==> src/rtl/pa_riscv.sv <==
// ============================================================================
//  Module   : pa_riscv (package)
//  Purpose  : Shared encodings for the multi-cycle RISC-V control path:
//             opcodes, FSM state enum, ALU operation codes, datapath mux
//             select encodings and the ALU-operation class used by the
//             ALU decoder.
//  Config   : RISCV_ILLEGAL_TRAP_EN adds the S_TRAP state to the enum.
//  Revision : 1.0 - initial release
// ============================================================================
`default_nettype none

package pa_riscv;

    // Opcodes, instruction_q[6:0]
    localparam logic [6:0] c_op_lw    = 7'b0000011;
    localparam logic [6:0] c_op_sw    = 7'b0100011;
    localparam logic [6:0] c_op_rtype = 7'b0110011;
    localparam logic [6:0] c_op_itype = 7'b0010011;
    localparam logic [6:0] c_op_beq   = 7'b1100011;
    localparam logic [6:0] c_op_jal   = 7'b1101111;

    typedef enum logic [3:0] {
        S_FETCH    = 4'd0,
        S_DECODE   = 4'd1,
        S_MEMADR   = 4'd2,
        S_MEMREAD  = 4'd3,
        S_MEMWB    = 4'd4,
        S_MEMWRITE = 4'd5,
        S_EXECUTER = 4'd6,
        S_EXECUTEI = 4'd7,
        S_ALUWB    = 4'd8,
        S_BEQ      = 4'd9,
        S_JAL      = 4'd10
`ifdef RISCV_ILLEGAL_TRAP_EN
        ,
        S_TRAP     = 4'd11
`endif
    } state_t;

    typedef enum logic [3:0] {
        ALU_ADD = 4'd0,
        ALU_SUB = 4'd1,
        ALU_AND = 4'd2,
        ALU_OR  = 4'd3,
        ALU_SLT = 4'd5
    } alu_op_t;

    typedef enum logic [1:0] {
        A_PC              = 2'd0,
        A_OLD_PC          = 2'd1,
        A_REG_READ_DATA_1 = 2'd2
    } a_sel_t;

    typedef enum logic [1:0] {
        B_REG_READ_DATA_2    = 2'd0,
        B_IMMEDIATE_EXTENDED = 2'd1,
        B_FOUR               = 2'd2
    } b_sel_t;

    typedef enum logic [1:0] {
        RES_ALU_OUT    = 2'd0,
        RES_DATAMEMORY = 2'd1,
        RES_ALU        = 2'd2
    } result_sel_t;

    // What the FSM asks of the ALU decoder in a given state
    typedef enum logic [1:0] {
        ALU_CLASS_ADD   = 2'd0,
        ALU_CLASS_SUB   = 2'd1,
        ALU_CLASS_FUNCT = 2'd2
    } alu_class_t;

endpackage : pa_riscv

`default_nettype wire

==> src/rtl/alu_decoder.sv <==
// ============================================================================
//  Module   : alu_decoder
//  Purpose  : Maps the FSM's ALU request class plus funct3/funct7[5]/opcode[5]
//             to a concrete ALU operation code.
//  Ports    : i_funct3        - instruction_q[14:12]
//             i_funct7bit5    - instruction_q[30]
//             i_operand_bit5  - instruction_q[5] (1 = R-type, 0 = I-type)
//             i_alu_class     - ADD / SUB / decode-from-funct
//             o_alu_op        - ALU operation code
//  Revision : 1.0 - initial release
// ============================================================================
`default_nettype none

module alu_decoder
    import pa_riscv::*;
(
    input  logic [2:0] i_funct3,
    input  logic       i_funct7bit5,
    input  logic       i_operand_bit5,
    input  logic [1:0] i_alu_class,
    output logic [3:0] o_alu_op
);

    always_comb begin
        o_alu_op = ALU_ADD;
        case (i_alu_class)
            ALU_CLASS_SUB: o_alu_op = ALU_SUB;
            ALU_CLASS_FUNCT: begin
                case (i_funct3)
                    // funct7[5] only means SUB for register-register ops;
                    // for ADDI it is simply an immediate bit.
                    3'b000:  o_alu_op = (i_funct7bit5 && i_operand_bit5) ? ALU_SUB : ALU_ADD;
                    3'b010:  o_alu_op = ALU_SLT;
                    3'b110:  o_alu_op = ALU_OR;
                    3'b111:  o_alu_op = ALU_AND;
                    default: o_alu_op = ALU_ADD;
                endcase
            end
            default: o_alu_op = ALU_ADD;
        endcase
    end

endmodule : alu_decoder

`default_nettype wire

==> src/rtl/multi_cycle_controller.sv <==
// ============================================================================
//  Module   : multi_cycle_controller
//  Purpose  : Moore control FSM for a multi-cycle RISC-V datapath
//             (LW, SW, R-type, I-ALU, BEQ, JAL).
//  Config   : RISCV_ILLEGAL_TRAP_EN - unknown opcodes park the FSM in TRAP
//             (o_illegalInstr = 1) until reset; when undefined, unknown
//             opcodes behave as a 2-cycle NOP.
//  Ports    : i_clk, i_srst (sync, active-high)
//             i_operand/i_funct3/i_funct7bit5 - fields of instruction_q
//             i_zeroFlag - ALU zero flag, qualifies the PC write in BEQ
//             o_* - datapath strobes and mux selects, o_state for debug
//  Revision : 1.0 - initial release
// ============================================================================
`default_nettype none

module multi_cycle_controller
    import pa_riscv::*;
(
    input  logic       i_clk,
    input  logic       i_srst,
    input  logic [6:0] i_operand,
    input  logic [2:0] i_funct3,
    input  logic       i_funct7bit5,
    input  logic       i_zeroFlag,
    output logic       o_pcWriteEn,
    output logic       o_addressSrc,
    output logic       o_instructionRegWrite,
    output logic       o_memWriteEn,
    output logic       o_regWriteEn,
    output logic [1:0] o_aluInputASel,
    output logic [1:0] o_aluInputBSel,
    output logic [3:0] o_aluLogicOperation,
    output logic [1:0] o_resultSel,
`ifdef RISCV_ILLEGAL_TRAP_EN
    output logic       o_illegalInstr,
`endif
    output logic [3:0] o_state
);

    state_t      r_state;
    state_t      w_next_state;
    logic        w_pc_write;
    logic        w_address_src;
    logic        w_ir_write;
    logic        w_mem_write;
    logic        w_reg_write;
    a_sel_t      w_a_sel;
    b_sel_t      w_b_sel;
    result_sel_t w_result_sel;
    alu_class_t  w_alu_class;
    logic        w_illegal;

    always_ff @(posedge i_clk) begin
        if (i_srst) begin
            r_state <= S_FETCH;
        end else begin
            r_state <= w_next_state;
        end
    end

    always_comb begin
        w_next_state  = r_state;
        w_pc_write    = 1'b0;
        w_address_src = 1'b0;
        w_ir_write    = 1'b0;
        w_mem_write   = 1'b0;
        w_reg_write   = 1'b0;
        w_a_sel       = A_PC;
        w_b_sel       = B_REG_READ_DATA_2;
        w_result_sel  = RES_ALU_OUT;
        w_alu_class   = ALU_CLASS_ADD;
        w_illegal     = 1'b0;

        case (r_state)
            S_FETCH: begin
                w_ir_write   = 1'b1;
                w_a_sel      = A_PC;
                w_b_sel      = B_FOUR;
                w_result_sel = RES_ALU;
                w_pc_write   = 1'b1;
                w_next_state = S_DECODE;
            end
            S_DECODE: begin
                // Branch target OLD_PC + imm lands in aluOutput_q here
                w_a_sel = A_OLD_PC;
                w_b_sel = B_IMMEDIATE_EXTENDED;
                case (i_operand)
                    c_op_lw, c_op_sw: w_next_state = S_MEMADR;
                    c_op_rtype:       w_next_state = S_EXECUTER;
                    c_op_itype:       w_next_state = S_EXECUTEI;
                    c_op_beq:         w_next_state = S_BEQ;
                    c_op_jal:         w_next_state = S_JAL;
`ifdef RISCV_ILLEGAL_TRAP_EN
                    default:          w_next_state = S_TRAP;
`else
                    default:          w_next_state = S_FETCH;
`endif
                endcase
            end
            S_MEMADR: begin
                w_a_sel      = A_REG_READ_DATA_1;
                w_b_sel      = B_IMMEDIATE_EXTENDED;
                w_next_state = (i_operand == c_op_lw) ? S_MEMREAD : S_MEMWRITE;
            end
            S_MEMREAD: begin
                w_address_src = 1'b1;
                w_result_sel  = RES_ALU_OUT;
                w_next_state  = S_MEMWB;
            end
            S_MEMWB: begin
                w_result_sel = RES_DATAMEMORY;
                w_reg_write  = 1'b1;
                w_next_state = S_FETCH;
            end
            S_MEMWRITE: begin
                w_address_src = 1'b1;
                w_result_sel  = RES_ALU_OUT;
                w_mem_write   = 1'b1;
                w_next_state  = S_FETCH;
            end
            S_EXECUTER: begin
                w_a_sel      = A_REG_READ_DATA_1;
                w_b_sel      = B_REG_READ_DATA_2;
                w_alu_class  = ALU_CLASS_FUNCT;
                w_next_state = S_ALUWB;
            end
            S_EXECUTEI: begin
                w_a_sel      = A_REG_READ_DATA_1;
                w_b_sel      = B_IMMEDIATE_EXTENDED;
                w_alu_class  = ALU_CLASS_FUNCT;
                w_next_state = S_ALUWB;
            end
            S_ALUWB: begin
                w_result_sel = RES_ALU_OUT;
                w_reg_write  = 1'b1;
                w_next_state = S_FETCH;
            end
            S_BEQ: begin
                // resultSel=ALU_OUT routes the target computed in DECODE to PC
                w_a_sel      = A_REG_READ_DATA_1;
                w_b_sel      = B_REG_READ_DATA_2;
                w_alu_class  = ALU_CLASS_SUB;
                w_result_sel = RES_ALU_OUT;
                w_pc_write   = i_zeroFlag;
                w_next_state = S_FETCH;
            end
            S_JAL: begin
                // PC <= target from DECODE while ALU forms the link OLD_PC+4
                w_a_sel      = A_OLD_PC;
                w_b_sel      = B_FOUR;
                w_result_sel = RES_ALU_OUT;
                w_pc_write   = 1'b1;
                w_next_state = S_ALUWB;
            end
`ifdef RISCV_ILLEGAL_TRAP_EN
            S_TRAP: begin
                w_illegal    = 1'b1;
                w_next_state = S_TRAP;
            end
`endif
            default: w_next_state = S_FETCH;
        endcase
    end

    alu_decoder u_alu_decoder (
        .i_funct3       (i_funct3),
        .i_funct7bit5   (i_funct7bit5),
        .i_operand_bit5 (i_operand[5]),
        .i_alu_class    (w_alu_class),
        .o_alu_op       (o_aluLogicOperation)
    );

    // Strobes are gated by reset so an abandoned instruction cannot
    // commit anything in the cycle that reset is sampled.
    assign o_pcWriteEn           = w_pc_write  & ~i_srst;
    assign o_instructionRegWrite = w_ir_write  & ~i_srst;
    assign o_memWriteEn          = w_mem_write & ~i_srst;
    assign o_regWriteEn          = w_reg_write & ~i_srst;
    assign o_addressSrc          = w_address_src;
    assign o_aluInputASel        = w_a_sel;
    assign o_aluInputBSel        = w_b_sel;
    assign o_resultSel           = w_result_sel;
    assign o_state               = i_srst ? S_FETCH : r_state;
`ifdef RISCV_ILLEGAL_TRAP_EN
    assign o_illegalInstr        = w_illegal & ~i_srst;
`else
    logic w_unused;
    assign w_unused = w_illegal;
`endif

endmodule : multi_cycle_controller

`default_nettype wire

==> config.mk <==
export PLATFORM = sky130hd
export DESIGN_NAME = multi_cycle_controller
export DESIGN_NICKNAME = d
export VERILOG_FILES = /design/src/rtl/pa_riscv.sv /design/src/rtl/alu_decoder.sv /design/src/rtl/multi_cycle_controller.sv
export SDC_FILE = /design/constraint.sdc
export NUM_CORES = 1
export LEC_CHECK = 0
export ABC_AREA = 0
export BUFFER_PORTS_ARGS = -buffer_cell sky130_fd_sc_hd__buf_2
export CAP_MARGIN = 5
export CORE_MARGIN = 2
export CORE_UTILIZATION = 41
export DETAILED_ROUTE_END_ITERATION = 10
export PLACE_DENSITY_LB_ADDON = 0.1
export SKIP_CTS_REPAIR_TIMING = 1
export SYNTH_ARGS = -nofsm -noshare
export SYNTH_HDL_FRONTEND = slang
export SYNTH_SLANG_ARGS = --single-unit
==> constraint.sdc <==
create_clock -name i_clk -period 1.59 [get_ports i_clk]
set_input_delay 0.318 -clock i_clk [delete_from_list [all_inputs] [get_ports i_clk]]
set_output_delay 0.318 -clock i_clk [all_outputs]
set_load 0.02 [all_outputs]
==> impl_metrics.py <==
metrics = {
    "clock_network": {
        "cts_buffers": 3,
        "clk_pin_slew_ps": 40,
        "worstSkewPairLatency_ps": 240,
        "htreeDepth": 1,
        "cts_root_buffer": "clkbuf_4",
        "clock_path_buffers": 2,
        "clock-sinks": 4,
        "cts_tree": "done",
    },
    "die": {
        "rows": 12,
        "fp.dieH_microns": 40.02,
        "ios": 33,
        "dieArea_sq_mm": 0.001601,
        "initial_core_util_pct": 46.00,
        "die_w_microns": 40.02,
        "core_sq_mm": 0.001156,
    },
    "placement": {
        "portBuffers": 31,
        "placed_area_sq_um": 792.0,
        "place_congestion": 0.7686,
        "hpwl_mm": 1.154,
        "place_inst": 125,
    },
    "timing": {
        "rsz0062_at_grt": "yes",
        "timing.setup.tns_ps": -2178,
        "fmax_mhz": 506.3,
        "fin_crit_ps": 1975,
        "finalHoldViolCount": 0,
        "finalWorstSetupSlack_ps": -385.3,
        "slew_violations": 0,
        "period_share_pct": 124.2,
        "skew_ps": 6.517,
        "setup_viol": 13,
    },
    "grt": {
        "grt-ovfl-total": 0,
        "grtUsageTotal_pct": 19.56,
        "grt_max_degree": 13,
        "antenna_found_initial": 0,
        "grt_pass1_vias": 540,
        "grt_pass1_wl_mm": 2.145,
    },
    "synthesis": {
        "synth-edff-count": 0,
        "synth_fp_nets": 92,
        "yosys_warnings": 0,
        "ys_seq_area_share_pct": 15.06,
        "ys.flop_type": "dfxtp_1",
        "ys_types": 36,
        "synthCells": 76,
        "netlist_area_sq_um": 531.8,
        "avgSynthCellArea_sq_um": 6.997,
        "synth-seq-cells": 4,
        "async_flop_share_pct": 0,
    },
    "power_and_ir_drop": {
        "power_uw": 377.0,
        "seqPwrFrac_pct": 27.4,
        "power_frac_comb_pct": 37.5,
        "switchingPower_uw": 129.8,
        "power_density_mw_per_mm2": 369.7,
        "p_leak_nw": 0.4527,
        "switching_share_pct": 34.43,
        "clockPowerShare_pct": 35.1,
        "p_int_uw": 247.2,
        "peakVddDrop_v": 0.0003634,
    },
    "critical_path": {
        "cp-end-kind": "output pin",
        "worstPathMaxFanout": 3,
        "worst-setup-path-type": "register to output pin",
        "required_ps": 1270,
        "arrival_ps": 1660,
        "worstSetupStartpointType": "register",
    },
    "min_path": {
        "hold_class": "input port to register",
    },
    "final_layout": {
        "stdcell_count": 135,
        "top_register": "r_state",
        "layout_commonest_cell": "buf_2",
        "final_area_sq_mm": 0.001020,
        "finalNetCount": 139,
        "n_fill_cell": 56,
        "area_delta_synth_final_pct": 91.77,
        "num_antenna_cells": 0,
        "final_cell_mix": "buf_2 (21), buf_4 (17), buf_6 (9), nor2_1 (5), inv_2 (4)",
        "largest_register_ffs": 4,
        "top_regs": "r_state: 4 flops",
        "drive_gt1_share_pct": 65.29,
    },
    "drt": {
        "drt_iter0_markers": 19,
        "wl_per_cell_microns": 15.96,
        "routed_via_density": 5.763,
        "drt_pass1_iterations": 4,
        "drc": 0,
        "routed_wl_mm": 2.155,
        "vias": 778,
        "antenna_left": 0,
    },
    "job": {
        "maxCapViolations": 0,
    },
    "status": {
        "violations": "setup timing",
        "status": "complete, but fails checks",
    },
}
[critical path, stage by stage, from the launching register on]
cell and delay (ps):
dfxtp_4 360, nor2b_4 130, nand3b_1 140, ha_2 230, nor2b_1 180, o21ai_1 110, a21oi_2 140, buf_6 130
[final cells by class]
type                    count  area, sq um  area share, %
inverters                   6        22.52          2.209
clock buffers               3        22.52          2.209
multi-input cells          60        518.0          50.80
flip-flops and latches      4        90.09          8.834
repair buffers             48        349.1          34.23
well taps                  14        17.52          1.718
[through the flow]
step           hold slack (ps)  setup WS, ps  util (%)
2_1_floorplan            485.3        -72.32         -
3_3_place_gp             628.5        -88.69     68.51
3_5_place_dp             630.8        -128.4     68.51
4_1_cts                  388.6        -376.7     70.45
5_1_grt                  390.0        -447.6     88.20
6_report                 384.6        -385.3     88.20
[routing by layer]
layer,share of wire [%],global-route usage (%),vias up,routed length (microns)
met3,4.7,0,10,102
met5,0,0,-,0
li1,-,-,367,-
met4,3.3,5.172,0,72
met2,51,39.52,35,1098
met1,41,21.96,366,880
[kinds of logic after synthesis]
logic type                 after synthesis  synth area share, %
AOI/OAI and AO/OA                       14                17.65
other                                    1               0.7052
buffers and inverters                   12                9.882
adders and majority gates                2                4.705
DFF                                      4                15.06
xor gates and xnor gates                 3                4.942
and+or+nand+nor                         40                47.06
[cells in the mapped netlist, drive strengths merged (2+ instances only)]
library cell / n / area share, %
nor2: 5 / 3.5
inv: 6 / 4.2
nor2b: 5 / 5.9
nand2b: 2 / 2.4
nor3: 4 / 3.8
nor4: 3 / 3.5
o21ai: 2 / 1.9
buf: 4 / 4.2
ha: 2 / 4.7
xnor2: 3 / 4.9
nand2: 5 / 3.5
a21oi: 6 / 6.4
nand4: 2 / 2.4
and3b: 2 / 3.3
dfxtp: 4 / 15
clkbuf: 2 / 1.4
nor3b: 2 / 2.8
nand3b: 2 / 2.8
[final timing paths]
path                                 end  slack, ps  cells after the start                  start
setup / recovery  o_aluLogicOperation[0]       -390                      7  r_state[3]$_SDFF_PP0_
setup reg to reg   r_state[1]$_SDFF_PP0_       -130                      7  r_state[1]$_SDFF_PP0_
hold / removal     r_state[1]$_SDFF_PP0_        380                      3           i_operand[3]
hold reg to reg    r_state[0]$_SDFF_PP0_        620                      2  r_state[0]$_SDFF_PP0_
[power groups by stage]
stage | Clock [mW] | Sequential, mW | Combinational, mW
6_report | 0.132 | 0.103 | 0.141
3_3_place_gp | 0 | 0.107 | 0.111
5_1_grt | 0.137 | 0.104 | 0.150
3_5_place_dp | 0 | 0.107 | 0.113
4_1_cts | 0.126 | 0.106 | 0.114
2_1_floorplan | 0 | 0.107 | 0.0643
Note: power is estimated with default switching activity, not from simulation.
